<file path="config.mk">
export PLATFORM = sky130hd
export DESIGN_NAME = ws2812_chain_driver
export DESIGN_NICKNAME = d
export VERILOG_FILES = /design/src/rtl/ws2812_pkg.sv /design/src/rtl/ws2812_phase_timer.sv /design/src/rtl/ws2812_chain_driver.sv
export SDC_FILE = /design/constraint.sdc
export NUM_CORES = 1
export LEC_CHECK = 0
export CAP_MARGIN = 20
export CORE_UTILIZATION = 25
export CTS_CLUSTER_DIAMETER = 50
export CTS_CLUSTER_SIZE = 16
export DETAILED_ROUTE_END_ITERATION = 10
export PLACE_DENSITY = 0.48
export SLEW_MARGIN = 20
export SYNTH_ARGS = -nofsm -noshare
export SYNTH_HDL_FRONTEND = slang
export SYNTH_HIERARCHICAL = 1
export SYNTH_SLANG_ARGS = --single-unit
</file>
<file path="constraint.sdc">
create_clock -name i_clk -period 3.05 [get_ports i_clk]
set_input_delay 0.305 -clock i_clk [delete_from_list [all_inputs] [get_ports i_clk]]
set_output_delay 0.305 -clock i_clk [all_outputs]
set_load 0.01 [all_outputs]
</file>
<file path="src/rtl/ws2812_pkg.sv">
// ----------------------------------------------------------------------------
// ws2812_pkg
// Shared definitions for the WS2812 chain driver: FSM state encoding, default
// pulse timing (in clk cycles), pixel word width and the address-width helper.
// ----------------------------------------------------------------------------
package ws2812_pkg;

   localparam int PIX_W      = 24;     // one GRB word, sent MSB first
   localparam int DEF_L_TIME = 80;     // long phase
   localparam int DEF_S_TIME = 40;     // short phase
   localparam int DEF_R_TIME = 5000;   // latch (strip reset) low time
   localparam int DEF_CNT_W  = 16;

   // Encoding is visible on o_state_dbg, so keep it stable.
   typedef enum logic [2:0] {
      ST_BOOT_WAIT = 3'd0,
      ST_IDLE      = 3'd1,
      ST_FETCH     = 3'd2,
      ST_LOAD      = 3'd3,
      ST_HIGH      = 3'd4,
      ST_LOW       = 3'd5,
      ST_LATCH     = 3'd6
   } state_e;

   // Pixel address width; a single-LED chain still gets a 1-bit address.
   function automatic int addr_w(input int n);
      return (n > 1) ? $clog2(n) : 1;
   endfunction

endpackage

</file>
<file path="src/rtl/ws2812_phase_timer.sv">
// ----------------------------------------------------------------------------
// ws2812_phase_timer
// Loadable down-counter shared by every timed phase (BOOT_WAIT, HIGH, LOW,
// LATCH). Loading N-1 gives a phase of exactly N cycles: o_done is high in the
// last cycle (count == 0). The counter stops at zero, it never wraps.
//
// Ports
//   i_clk       clock
//   i_rstn      async active-low reset, loads RST_VAL
//   i_load      load i_load_val this edge (takes priority over counting)
//   i_load_val  phase length - 1
//   o_done      count is zero (final cycle of the phase)
// ----------------------------------------------------------------------------
module ws2812_phase_timer #(
   parameter int               CNT_W   = 16,
   parameter logic [CNT_W-1:0] RST_VAL = '0
) (
   input  logic             i_clk,
   input  logic             i_rstn,
   input  logic             i_load,
   input  logic [CNT_W-1:0] i_load_val,
   output logic             o_done
);

   logic [CNT_W-1:0] r_cnt;

   always_ff @(posedge i_clk or negedge i_rstn) begin
      if (!i_rstn) begin
         r_cnt <= RST_VAL;
      end else if (i_load) begin
         r_cnt <= i_load_val;
      end else if (r_cnt != '0) begin
         r_cnt <= r_cnt - CNT_W'(1);
      end
   end

   assign o_done = (r_cnt == '0);

endmodule

</file>
<file path="src/rtl/ws2812_chain_driver.sv">
// ----------------------------------------------------------------------------
// ws2812_chain_driver
// Streams NUM_LEDS 24-bit pixels from an external pixel store onto one WS2812
// data pin (long/short pulse encoding, MSB first), then holds the pin low for
// the latch period. After reset the pin is held low for one latch period
// before the first frame can start, so a strip interrupted mid-frame latches.
//
// Ports
//   i_clk             clock, all logic on the rising edge
//   i_rstn            async active-low reset
//   i_start           one-shot frame request, only honoured in IDLE
//   i_cont            continuous refresh enable
//   o_pix_rd          one-cycle pixel read strobe
//   o_pix_addr        pixel index, valid with o_pix_rd, holds between strobes
//   i_pix_data        pixel word, valid the cycle after o_pix_rd
//   o_led_stripe_pin  encoded serial output (registered)
//   o_busy            high whenever not IDLE
//   o_frame_done      one-cycle pulse in the final latch cycle
//   o_state_dbg       current FSM state
// ----------------------------------------------------------------------------
module ws2812_chain_driver
   import ws2812_pkg::*;
#(
   parameter int NUM_LEDS = 8,
   parameter int L_TIME   = DEF_L_TIME,
   parameter int S_TIME   = DEF_S_TIME,
   parameter int R_TIME   = DEF_R_TIME,
   parameter int CNT_W    = DEF_CNT_W,
   parameter int ADDR_W   = addr_w(NUM_LEDS)
) (
   input  logic              i_clk,
   input  logic              i_rstn,
   input  logic              i_start,
   input  logic              i_cont,
   output logic              o_pix_rd,
   output logic [ADDR_W-1:0] o_pix_addr,
   input  logic [PIX_W-1:0]  i_pix_data,
   output logic              o_led_stripe_pin,
   output logic              o_busy,
   output logic              o_frame_done,
   output logic [2:0]        o_state_dbg
);

   localparam logic [CNT_W-1:0]  L_LEN    = CNT_W'(L_TIME - 1);
   localparam logic [CNT_W-1:0]  S_LEN    = CNT_W'(S_TIME - 1);
   localparam logic [CNT_W-1:0]  R_LEN    = CNT_W'(R_TIME - 1);
   localparam logic [ADDR_W-1:0] LAST_PIX = ADDR_W'(NUM_LEDS - 1);
   localparam logic [4:0]        TOP_BIT  = 5'(PIX_W - 1);

   state_e            r_state, w_state_nxt;

   logic              w_tmr_done;
   logic              w_tmr_load;
   logic [CNT_W-1:0]  w_tmr_val;

   logic              w_issue_rd;
   logic [ADDR_W-1:0] w_issue_addr;
   logic              w_last_bit;
   logic              w_last_pix;

   logic [PIX_W-1:0]  r_shift;      // current pixel, bit being sent is [PIX_W-1]
   logic [PIX_W-1:0]  r_prefetch;   // next pixel, fetched during bit 0 of this one
   logic [4:0]        r_bit_idx;
   logic [ADDR_W-1:0] r_pix_idx;
   logic              r_pix_rd;
   logic              r_rd_d;
   logic [ADDR_W-1:0] r_pix_addr;
   logic              r_pin;

   function automatic logic [CNT_W-1:0] high_len(input logic b);
      return b ? L_LEN : S_LEN;
   endfunction

   function automatic logic [CNT_W-1:0] low_len(input logic b);
      return b ? S_LEN : L_LEN;
   endfunction

   assign w_last_bit = (r_bit_idx == 5'd0);
   assign w_last_pix = (r_pix_idx == LAST_PIX);

   ws2812_phase_timer #(
      .CNT_W   (CNT_W),
      .RST_VAL (R_LEN)           // BOOT_WAIT runs straight out of reset
   ) u_timer (
      .i_clk      (i_clk),
      .i_rstn     (i_rstn),
      .i_load     (w_tmr_load),
      .i_load_val (w_tmr_val),
      .o_done     (w_tmr_done)
   );

   // ---------------------------------------------------------------- FSM
   always_ff @(posedge i_clk or negedge i_rstn) begin
      if (!i_rstn) r_state <= ST_BOOT_WAIT;
      else         r_state <= w_state_nxt;
   end

   always_comb begin
      w_state_nxt  = r_state;
      w_tmr_load   = 1'b0;
      w_tmr_val    = '0;
      w_issue_rd   = 1'b0;
      w_issue_addr = '0;
      o_frame_done = 1'b0;
      case (r_state)
         ST_BOOT_WAIT: if (w_tmr_done) w_state_nxt = ST_IDLE;
         ST_IDLE: begin
            if (i_start || i_cont) begin
               w_state_nxt = ST_FETCH;
               w_issue_rd  = 1'b1;
            end
         end
         ST_FETCH: w_state_nxt = ST_LOAD;
         ST_LOAD: begin
            w_state_nxt = ST_HIGH;
            w_tmr_load  = 1'b1;
            w_tmr_val   = high_len(i_pix_data[PIX_W-1]);
         end
         ST_HIGH: begin
            if (w_tmr_done) begin
               w_state_nxt = ST_LOW;
               w_tmr_load  = 1'b1;
               w_tmr_val   = low_len(r_shift[PIX_W-1]);
            end
         end
         ST_LOW: begin
            if (w_tmr_done) begin
               if (!w_last_bit) begin
                  // Next bit is r_shift[PIX_W-2]; it becomes the MSB after the shift.
                  w_state_nxt = ST_HIGH;
                  w_tmr_load  = 1'b1;
                  w_tmr_val   = high_len(r_shift[PIX_W-2]);
                  // Strobe lands in the first HIGH cycle of bit 0 so the next
                  // word is in r_prefetch long before the pixel boundary.
                  if (r_bit_idx == 5'd1 && !w_last_pix) begin
                     w_issue_rd   = 1'b1;
                     w_issue_addr = r_pix_idx + ADDR_W'(1);
                  end
               end else if (!w_last_pix) begin
                  w_state_nxt = ST_HIGH;
                  w_tmr_load  = 1'b1;
                  w_tmr_val   = high_len(r_prefetch[PIX_W-1]);
               end else begin
                  w_state_nxt = ST_LATCH;
                  w_tmr_load  = 1'b1;
                  w_tmr_val   = R_LEN;
               end
            end
         end
         ST_LATCH: begin
            if (w_tmr_done) begin
               o_frame_done = 1'b1;
               if (i_cont) begin
                  w_state_nxt = ST_FETCH;
                  w_issue_rd  = 1'b1;
               end else begin
                  w_state_nxt = ST_IDLE;
               end
            end
         end
         default: w_state_nxt = ST_IDLE;
      endcase
   end

   // ---------------------------------------------------------------- datapath
   always_ff @(posedge i_clk or negedge i_rstn) begin
      if (!i_rstn) begin
         r_pix_rd   <= 1'b0;
         r_pix_addr <= '0;
         r_rd_d     <= 1'b0;
         r_pin      <= 1'b0;
         r_shift    <= '0;
         r_prefetch <= '0;
         r_bit_idx  <= '0;
         r_pix_idx  <= '0;
      end else begin
         r_pix_rd <= w_issue_rd;
         if (w_issue_rd) r_pix_addr <= w_issue_addr;
         r_rd_d <= r_pix_rd;
         // Registered pin: glitch-free pad drive, lags the state by one cycle.
         r_pin  <= (r_state == ST_HIGH);
         // Data of a prefetch strobe arrives in the second HIGH cycle of bit 0
         // (HIGH is at least 2 cycles long); the FETCH read is taken by LOAD.
         if (r_rd_d && r_state == ST_HIGH) r_prefetch <= i_pix_data;
         case (r_state)
            ST_LOAD: begin
               r_shift   <= i_pix_data;
               r_bit_idx <= TOP_BIT;
               r_pix_idx <= '0;
            end
            ST_LOW: begin
               if (w_tmr_done) begin
                  if (!w_last_bit) begin
                     r_shift   <= r_shift << 1;
                     r_bit_idx <= r_bit_idx - 5'd1;
                  end else if (!w_last_pix) begin
                     r_shift   <= r_prefetch;
                     r_bit_idx <= TOP_BIT;
                     r_pix_idx <= r_pix_idx + ADDR_W'(1);
                  end
               end
            end
            default: ;
         endcase
      end
   end

   assign o_pix_rd         = r_pix_rd;
   assign o_pix_addr       = r_pix_addr;
   assign o_led_stripe_pin = r_pin;
   assign o_busy           = (r_state != ST_IDLE);
   assign o_state_dbg      = r_state;

endmodule

</file>
# --- Word-level counts from Yosys, hierarchy flattened ---
# Index checks and enable logic that the tools add are counted.
word_totals:
  ram_bits: 0
  rom_bits: 0
  register_bits: 81
  latch_bits: 0
  mem_count: 0
classes:
  n_shift: 0
  n_div: 0
  n_addsub: 3
  magnitude_cmp: 0
  eq_ne: 17
  multipliers: 0
  n_mux: 46
  bitwise: 0
  reduce_logical: 14
op_table:
  columns: ["op", "count"]
  rows:
  - ["$mux 24", 3]
  - ["$pmux 24 s2", 1]
  - ["$mux 13", 3]
  - ["$pmux 13 s3", 1]
  - ["$mux 3", 12]
  - ["$mux 7", 5]
  - ["$mux 16", 2]
  - ["$pmux 3 s7", 1]
  - ["$logic_not 16->1", 1]
  - ["$reduce_bool 16->1", 1]
  - ["$sub 16x1->16 const B", 1]
  - ["$mux 5", 3]
  - ["$eq 3x3->1 const B", 4]
  - ["$pmux 5 s2", 1]
  - ["$mux 1", 8]
  - ["$ne 2x1->1 const B", 4]
  - ["$eq 3x2->1 const B", 2]
  - ["$mux 2", 3]
  - ["$ne 2x2->1 const B", 3]
  - ["$pmux 3 s2", 1]
  - ["$eq 5x1->1 const B", 1]
  - ["$logic_not 5->1", 1]
  - ["$reduce_and 5->1", 1]
  - ["$sub 5x1->5 const B", 1]
  - ["other kinds (14)", 16]

# --- Logic depth before layout (Yosys ltp) ---
depth:
  depth_word: 7
  depth_mapped: 14
  ltp_nobuf: 10

# --- Cells and area by module ---
# The synthesis kept the hierarchy.
modules_own_cells:
  columns: ["mod", "area_per_inst_um2", "cells_per_inst", "n_inst"]
  rows:
  - ["ws2812_chain_driver", 3385.7, 326, 1]
  - ["ws2812_phase_timer", 968.4, 104, 1]

# --- Worst setup path before layout ---
# Ideal clock, no wire load.
synth_path:
  path_kind: "register -> register"
  from: "reg u_timer.r_cnt[0]"
  to: "reg u_timer.r_cnt[4]"
  synth_period_minus_slack_ns: 3.020
  arrival_ns: 2.901
  path_slack_ns: 0.030
  stages_incl_launch_ff: 14
  n_path_buf: 4
  setup_ns: 0.119
  cell_sequence: "dfstp_2 inv_1 ha_1 or3b_1 buf_2 nand4b_4 nor2_8 clkbuf_1 nand2_1 o21ai_0 clkbuf_1 clkinv_1 clkbuf_1 o21a_1"
synth_via:
  elab_chain_cells: 4
synth_lines:
  columns: ["item", "line_no", "text"]
  rows:
  - ["start: declaration", "ws2812_phase_timer.sv:25", "logic [CNT_W-1:0] r_cnt;"]
  - ["start signal: assignment", "ws2812_phase_timer.sv:31", "r_cnt <= i_load_val;"]
  - ["start signal: assignment", "ws2812_phase_timer.sv:33", "r_cnt <= r_cnt - CNT_W'(1);"]
  - ["$logic_not 16->1 *", "ws2812_phase_timer.sv:37", "assign o_done = (r_cnt == '0);"]
  - ["net w_tmr_done", "ws2812_chain_driver.sv:52", "logic w_tmr_done;"]
  - ["$mux 1 *", "ws2812_chain_driver.sv:120", "if (w_tmr_done) begin"]
  - ["$pmux 1 s2 *", "ws2812_chain_driver.sv:105", "case (r_state)"]
  - ["net w_tmr_load", "ws2812_chain_driver.sv:53", "logic w_tmr_load;"]
  - ["$mux 16 / $reduce_bool 2->1 (equally long branches)", null, null]
# Mark *: on every way through the listed nets, which the timed path passes. The rest lies on a longest branch. The select of a mux whose other input is x is not followed.
# A chain may end at the register's enable or synchronous reset.

# --- Worst setup path after layout ---
layout_path:
  from: "reg u_timer.r_cnt[0]"
  to: "out o_frame_done"
layout_via:
  elab_chain_cells: 3
layout_lines:
  columns: ["item", "line_no", "text"]
  rows:
  - ["$logic_not 16->1", "ws2812_phase_timer.sv:37", null]
  - ["net w_tmr_done", "ws2812_chain_driver.sv:52", null]
  - ["$mux 1", "ws2812_chain_driver.sv:151", "if (w_tmr_done) begin"]
  - ["$mux 1", "ws2812_chain_driver.sv:105", null]
  - ["end: declaration", "ws2812_chain_driver.sv:40", "output logic o_frame_done,"]
# The timed path passes the listed nets, and every way through them passes these cells.

==> flow_summary.ini <==
[outcome]
outcome = finished with violations
violations = hold timing

[clock_network]
clock_latency_ns = 0.35
cts-root-buf = clkbuf_16
clk_pin_slew_ns = 0.06
h-tree-depth = 3
cts_hold_buf = 0
cts_max_path_buffers = 2
clock_sinks = 81
cts_buffers = 9
cts_tree = yes

[setup_path]
critPathMostFrequentCell = inv_1
reg2reg_to = o_pix_addr[1]
crit_arrival_ns = 2.63
crit_chain = inv_1 > ha_1 > or3b_4 > nand4b_4 > nor2_8 > nand4_1 > inv_1 > clkdlybuf4s50_1
crit_fanout = 6
max_stage_delay_ns = 0.54
path_class = flip-flop to output port
r2r-start = u_timer/r_cnt[0]
reg2reg_depth = 10
crit_required_ns = 2.74
worstSetupEndpointType = output port
worst_path_max_delay_cell = clkdlybuf4s50_1
rrSetupSlack_ns = 0.21
cp-start-kind = flip-flop

[cells_and_area]
fin_util_pct = 31.3
area_growth_syn_to_layout_pct = 20.9
seq_area_um2 = 2040
layout.cells.most_common = nand2_1
final_layout_size_suffix_gt1_share_pct = 19.5
n_antenna_cell = 0
nFillCells = 1740
fin_nets = 504
multi_input_area_um2 = 2160
mostFrequentLayoutCells = 75 x nand2_1, 74 x dfrtp_1, 40 x nor2_1
design_area_um2 = 5260

[timing]
fin_tns_setup_ns = 0
hold_viol_final = 6
setup_viol = 0
holdWs_ns = -0.0121
period_minus_slack_ns = 2.94
finClkSkew_ns = 0.00678
tightest_slew_ns = 0.749
fmax_mhz = 341
timing.final.crit_share_pct = 96.3
report.final.slew_viol_count = 0
slew-limit-headroom_pct = 50.1

[synth]
synthesis.area_um2 = 4350
ys_seq_area_share_pct = 46.8
synth_compound_area_share_pct = 11.9
syn_avg_cell_area_um2 = 10.1
synthMuxAreaShare_pct = 15.6
ys_ff_latch = 81
synthesis.instances = 430
synth_simple_gate_area_share_pct = 18.0
synth_adder_area_share_pct = 1.72
ys.flop_type = dfrtp_1
yosysWarnings = 6
async_reset_ff_share_pct = 100
synth-edff-count = 0
synth_top_family_by_area = simple AND/OR/NAND/NOR gates
yosys.area_share.xor_xnor_pct = 1.61
yosysUniqueCellTypes = 57

[place]
place_congestion = 0.780
place_hpwl_um = 6340
place_area_um2 = 4960
place.port_buffers = 37

[routing]
drcViolationCount = 0
wl_per_cell_um = 14.2
vias = 3258
highest_layer = met4
dr.pass1.iters = 5
wl_met3_um = 269
final_antenna_net_count = 0
wl_um = 9870
drt-met1-wl_um = 4810
met2WireLength_um = 4630
drt-vias-per-instance = 4.70
drt_iter0_drc = 134

[die]
die_h_um = 134
core_area_um2 = 16800
start_util_pct = 25.9
die_width_um = 134
pin_count = 38
rows = 47
die_area_um2 = 17900

[power_and_ir_drop]
peakVddDrop_mv = 0.262
power-per-cell-area_nw_per_um2 = 410
p_leak_nw = 2.31

[flow_run]
drv_cap = 0

[global_routing]
grt_max_degree = 82
antenna_found_initial = 0
grt-ovfl-total = 0
first_global_vias = 3340
grt.total_usage_pct = 11.8
grt_pass1_wl_um = 16800

[min_path]
hp-class = primary input to asynchronous set/reset pin
[state kept, by name, summed over array words and instances (netlist names)]
register,flops
o_led_stripe_pin,1
o_pix_addr,3
o_pix_rd,1
o_state_dbg,3
r_bit_idx,5
r_pix_idx,3
r_prefetch,24
r_rd_d,1
r_shift,24
u_timer/r_cnt,16
[final cells by class]
type,instances,share of cell area [%]
Clock buffer,11,4.80
Multi-Input combinational cell,316,41.0
Clock inverter,3,0.333
Tap cell,220,5.23
Timing Repair Buffer,49,9.01
Sequential cell,81,38.7
Inverter,13,0.927
[critical path, delay by kind of cell, from the launching register on]
kind / cells / cell delay, ns
simple gates: 4 / 0.98
buf+inv: 3 / 0.73
flops: 1 / 0.38
fa+ha+maj: 1 / 0.20
[metal layers]
layer  track usage, %  vias to the layer above
li1                 -                     1586
met1             15.5                     1608
met2             18.5                       50
met3             2.80                       14
met4             5.18                        0
met5                0                        -
[cells by family after synthesis]
group           after synthesis
simple gates                162
flops                        81
compound gates               79
mux                          55
buf+inv                      38
xor+xnor                      8
fa+ha+maj                     6
other cells                   1
[per-stage QoR]
step                      setup slack, ns  total power, W  std cells
after detailed placement            0.247         0.00117        676
after global placement              0.337         0.00117        676
final                               0.114         0.00216        693
after CTS                          0.0116         0.00220        691
after floorplan                    0.0304         0.00110        435
after global routing             -0.00180         0.00224        693
[report_power, final]
part           internal [W]  switching, W
clock              0.000583      0.000427
sequential          0.00108    0.00000186
combinational     0.0000337     0.0000340
[worst max-delay path by stage]
stage | from | end | slack (ns) | cells past startpoint
detailed placement | u_timer/r_cnt[0] | u_timer/r_cnt[6] | 0.25 | 11
floorplan | u_timer/r_cnt[0] | u_timer/r_cnt[4] | 0.03 | 13
global placement | u_timer/r_cnt[0] | o_frame_done | 0.34 | 8
global route | u_timer/r_cnt[0] | o_frame_done | -0.002 | 8
CTS | u_timer/r_cnt[0] | o_frame_done | 0.01 | 8
finish | u_timer/r_cnt[0] | o_frame_done | 0.11 | 8
[synthesized netlist by cell type, types with 5 or more instances]
library cell | count | area (um^2)
nand2_1 | 75 | 282
dfrtp_1 | 74 | 1850
nor2_1 | 40 | 150
mux2_2 | 32 | 360
a31oi_1 | 24 | 150
mux2_4 | 18 | 270
buf_2 | 13 | 65.1
a21oi_1 | 12 | 60.1
inv_1 | 12 | 45.0
o21ai_0 | 10 | 50.1
clkbuf_1 | 8 | 30.0
nand3_1 | 8 | 40.0
nor3_1 | 8 | 40.0
xnor2_1 | 8 | 70.1
dfstp_2 | 7 | 184
ha_1 | 6 | 75.1
mux2i_1 | 5 | 50.1
[repair_timing]
action,4_1_cts,5_1_grt
pin swaps,1,0
resized for setup,0,1
buffers inserted,1,2
setup endpoints to repair,1,11
Power figures use the tool's default switching activity.
